==> src/rtl/counter_down_mod.sv <==
// Programmable modulo down-counter (MAX..0, wrap to MAX) with clamped load and same-cycle borrow.
// Define COUNTER_DOWN_ONESHOT_EN to stop at 0 and raise a sticky one-shot done flag instead.
module counter_down_mod #(
    parameter int unsigned WIDTH = 3,
    parameter int unsigned MAX   = 5
) (
    input  logic             CLK,
    input  logic             RESETn,
    input  logic             iEn,
    input  logic             iLoad,
    input  logic [WIDTH-1:0] iLoadVal,
    output logic [WIDTH-1:0] oCnt,
    output logic             oZero,
    output logic             oBorrow,
    output logic             oDone
);

    localparam logic [WIDTH-1:0] MaxVal = WIDTH'(MAX);
    localparam logic [WIDTH-1:0] OneVal = WIDTH'(1);

    logic [WIDTH-1:0] cnt_q, cnt_d;
    logic [WIDTH-1:0] load_clamped;
    logic             cnt_zero;
    logic             step;

    assign load_clamped = (iLoadVal > MaxVal) ? MaxVal : iLoadVal;
    assign cnt_zero     = (cnt_q == '0);
    // Enable only counts when no load is pending this cycle.
    assign step         = iEn & ~iLoad;

`ifdef COUNTER_DOWN_ONESHOT_EN
    logic done_q, done_d;

    always_comb begin
        cnt_d  = cnt_q;
        done_d = done_q;
        if (iLoad) begin
            cnt_d  = load_clamped;
            done_d = 1'b0;
        end else if (iEn) begin
            if (!cnt_zero) begin
                cnt_d = cnt_q - OneVal;
            end
            // Reaching 0 via a decrement, or stepping while already at 0 after a load of 0.
            if (cnt_q == OneVal || cnt_zero) begin
                done_d = 1'b1;
            end
        end
    end

    always_ff @(posedge CLK or negedge RESETn) begin
        if (!RESETn) begin
            cnt_q  <= MaxVal;
            done_q <= 1'b0;
        end else begin
            cnt_q  <= cnt_d;
            done_q <= done_d;
        end
    end

    assign oDone   = done_q;
    assign oBorrow = step & cnt_zero & ~done_q;
`else
    always_comb begin
        cnt_d = cnt_q;
        if (iLoad) begin
            cnt_d = load_clamped;
        end else if (iEn) begin
            cnt_d = cnt_zero ? MaxVal : (cnt_q - OneVal);
        end
    end

    always_ff @(posedge CLK or negedge RESETn) begin
        if (!RESETn) begin
            cnt_q <= MaxVal;
        end else begin
            cnt_q <= cnt_d;
        end
    end

    assign oDone   = 1'b0;
    assign oBorrow = step & cnt_zero;
`endif

    assign oCnt  = cnt_q;
    assign oZero = cnt_zero;

endmodule

==> config.mk <==
export PLATFORM = sky130hd
export DESIGN_NAME = counter_down_mod
export DESIGN_NICKNAME = d
export VERILOG_FILES = /design/src/rtl/counter_down_mod.sv
export SDC_FILE = /design/constraint.sdc
export NUM_CORES = 1
export LEC_CHECK = 0
export BUFFER_PORTS_ARGS = -buffer_cell sky130_fd_sc_hd__buf_2
export CAP_MARGIN = 5
export CELL_PAD_IN_SITES_DETAIL_PLACEMENT = 0
export CELL_PAD_IN_SITES_GLOBAL_PLACEMENT = 1
export CORE_AREA = 5 5 42 44
export CTS_CLUSTER_SIZE = 25
export DETAILED_ROUTE_END_ITERATION = 6
export DIE_AREA = 0 0 47 49
export MAX_ROUTING_LAYER = met4
export PLACE_DENSITY = 0.52
export SLEW_MARGIN = 5
export SYNTH_ARGS = -nofsm -noshare
export SYNTH_HDL_FRONTEND = slang
export SYNTH_SLANG_ARGS = --single-unit
==> constraint.sdc <==
create_clock -name CLK -period 1.6 [get_ports CLK]
set_input_delay 0.16 -clock CLK [delete_from_list [all_inputs] [get_ports CLK]]
set_output_delay 0.16 -clock CLK [all_outputs]
set_load 0.01 [all_outputs]
# == Word level (Yosys, flattened, before mapping) ==
# Cells that the tools add are included.
# totals
register_bits,3
inputBits,7
output_inout_bits,6
elab_cells,12
# op_classes
add_sub_neg,1
order_cmp,1
mux,4
bitwise_logic,3
reduce_logical,2
# op_table
op,count
3-bit two-way mux,4
3-bit greater-than comparator (second input constant),1
3-bit logical NOT,1
3-bit by 1-bit subtractor with 3-bit output (second input constant),1
1-bit bitwise AND,2
2-bit nonzero test,1
1-bit inverter,1

# == Logic depth before layout (Yosys ltp) ==
# logic_depth
ltp_word,4
depth_mapped,5
mapped_depth_nobuf,5

# == Least setup slack after synthesis ==
# No wires, ideal clock.
# synth_timing
path_type,reg2reg
start,reg cnt_q[0] (netlist: oCnt[0])
end,reg cnt_q[2] (netlist: oCnt[2])
setup_ps,72
arrival_ps,1221
required_time_ps,1528
slack_ps,307
stages_incl_launch_ff,5
path_buffers,0
period_less_slack_ps,1293
cell_sequence,dfstp_2 nor2_1 ha_1 mux2_2 o21ai_1
# synth_between
elab_chain_len,4
elab_cells_between_ends,5
cone_classes,add/sub: 1; mux: 3; reduce/logical: 1
# synth_rtl
item,line_no,source
from (decl),21,"logic [WIDTH-1:0] cnt_q, cnt_d;"
from (signal assigned),75,cnt_q <= MaxVal;
from (signal assigned),77,cnt_q <= cnt_d;
3-bit by 1-bit subtractor with 3-bit output or 3-bit logical NOT (tied branches),"69, 27",
3-bit two-way mux (*),69,cnt_d = cnt_zero ? MaxVal : (cnt_q - OneVal);
3-bit two-way mux (*),68,end else if (iEn) begin
3-bit two-way mux (*),66,if (iLoad) begin
# Every way passes the cells marked *; elsewhere a longest branch is shown, timed or not. The select of a mux whose other input is x is not followed.
# A chain may end at the register's enable or synchronous reset.

# == Worst setup path in the final report ==
# layout_timing
start,reg cnt_q[0] (netlist: oCnt[0])
end,out oBorrow
# layout_between
elab_chain_len,2
# layout_rtl
item,line_no,source
3-bit logical NOT,27,assign cnt_zero = (cnt_q == '0);
1-bit bitwise AND,82,assign oBorrow = step & cnt_zero;
to (decl),14,"output logic oBorrow,"
# No other way between the ends.

==> run summary <==
initial antenna violation count: 0
cell area after synthesis: 204 um^2
row cnt: 14
total congestion overflow: 0
Antenna Cells: 0
RSZ-0062 raised after global routing: false
CTS Root Cell: clkbuf_4
post-cts resize count: 0
syn avg cell area: 9.27 um^2
skew final: 0.208 ps
Syn Inst Count: 22
TNS Setup: 0 ps
H-tree depth: 1
vias in the first global route: 207
port bufs: 11
leading area contributor after synthesis: dfstp_2
Routed Antenna Nets: 0
Lkg Pwr: 0.152 nW
Final Core Density: 22.0%
HPWL after DPL: 402 um
final setup vio count: 0
RD Place Congestion: 0.654
post-CTS setup buffer count: 0
Max Cap Viol: 0
worst path bufs/invs: 1
clk sinks: 3
critical path startpoint category: register
vias per cell: 3.64
Die Height: 49 um
Via Count: 193
Clk Latency, worst-skew pair: 230 ps
CTS Buffer Depth: 2
register clock-pin slew on the reported worst setup and hold paths: 40 ps
final layout net count: 46
status: finished, final reports clean
synth-to-layout area growth: 50.9%
sequential area share after synthesis: 38.0%
Post-synth EDFFs: 0
setup ws final: 178 ps
Slew Viols, Final: 0
max reg flops: 3
IO Count: 13
wirelength, routed: 504 um
CTS tree: done
ranking of synthesized cells by area: dfstp_2 (26%), dfrtp_1 (12%), and4bb_1 (6.1%), ha_1 (6.1%), mux2_2 (5.5%)
post-synth cell types: 18
commonest non-fill, non-tap cell in the layout: buf_2
Crit Path Class: reg2out
crit-path cells: nor2_1 -> ha_1 -> nand2_1 -> nor2_1 -> buf_2
core box area: 1400 um^2
FFs w/ async S/R, synth: 100%
delay-heaviest family, CP: flip-flops
fillcell total: 167
pre-CTS setup slack: 294 ps
Yosys warning total: 0
Routed WL per cell: 9.51 um
Critical Path Sink Type: output pin
area share of the largest cell type after synthesis: 25.8%
final period utilization: 88.9%
Synth Flop Type: dfstp_2
starting density of the core: 14.6%
DRT iter0 DRCs: 0
Yosys reg bits: 3
first-pass GRT wire length: 869 um
total nets after synthesis: 30
total die area: 2300 um^2
most used cell along the critical path: nor2_1
Req. time, crit path: 1440 ps
die width: 47 um
Power Density: 1000 nW/um^2
gr usage total: 5.72%
final hold vios: 0
Post-route DRC: 0
fmax: 0.703 GHz
Critical-path top delay cell: dfstp_2
WHS: 147 ps
CTS Buf Count: 3
largest net degree at the start of global routing: 7
CP max stage delay: 550 ps
most frequent cells in the layout: buf_2 (11), clkbuf_4 (3)
Min Clock Period, post-route: 1420 ps
Critical Path AT: 1260 ps
worst vdd ir: 0.241 mV
Max Fanout on Critical Path: 6
DRT Pass-1 Iters: 1
Hold WC Path Type: in2reg
share of layout cells above drive strength 1: 48.6%
worst paths after layout:
path | start | endpoint | slack (ps) | cells after the start
min | iLoadVal[2] | oCnt[2]$_DFFE_PN1P_ | 150 | 3
max in group asynchronous | RESETn | oCnt[2]$_DFFE_PN1P_ | 1150 | 2
min reg2reg | oCnt[1]$_DFFE_PN0P_ | oCnt[1]$_DFFE_PN0P_ | 620 | 2
min in group asynchronous | RESETn | oCnt[1]$_DFFE_PN0P_ | 250 | 2
max | oCnt[0]$_DFFE_PN1P_ | oBorrow | 180 | 5
max reg2reg | oCnt[0]$_DFFE_PN1P_ | oCnt[2]$_DFFE_PN1P_ | 290 | 4
through the flow:
step,instances,power (mW),instance area [um^2]
after global routing,53,0.328,308
after CTS,53,0.313,308
after global placement,48,0.173,272
after detailed placement,48,0.172,272
after floorplan,22,0.142,204
final,53,0.308,308
worst min-delay path, stage by stage:
cell and delay, ps:
buf_2 110, nand2_1 50, o21ai_1 50
power by group:
part,internal (mW),switching [mW],total [mW]
logic,0.0366,0.0353,0.0718
clock network,0.0936,0.0414,0.135
registers,0.0914,0.00949,0.101
metal layers:
metal / GRT usage, % / part of all wire (%) / vias to the layer above
li1: - / - / 104
met1: 7.74 / 51 / 77
met2: 5.66 / 32 / 12
met3: 2.58 / 17 / 0
met4: 5.53 / 0 / 0
met5: - / 0 / -
synth_stat cells, types with 2 or more instances:
cell and n:
a21oi_1 2, dfstp_2 2, nand2_1 2, nor2_1 2
final cells by class:
cell class	count	area, um^2	area share, %
repair buffers	12	65.1	21.1
clock buffers	4	26.3	8.54
inverters	1	3.75	1.22
flip-flops and latches	3	77.6	25.2
multi-input cells	17	115	37.4
well taps	16	20.0	6.50
cell families (layout without fill, tap and decap cells):
family                   count (synthesis)  in the layout  synth area share, %
AND/OR/NAND/NOR                          8              8                 24.5
AO/OA/AOI/OAI                            5              5                 13.5
flip-flops                               3              3                 38.0
multiplexers                             2              2                 10.4
buffers and inverters                    2             17                 5.52
adder cells (fa/ha/maj)                  1              1                 6.13
other                                    1              1                 1.84
what timing repair did:
item                                   in CTS  in global routing
hold buffers                                1                  0
endpoints found under the hold margin       3                  0
setup endpoints to repair                   0                  0
(Power assumes the default switching activity.)
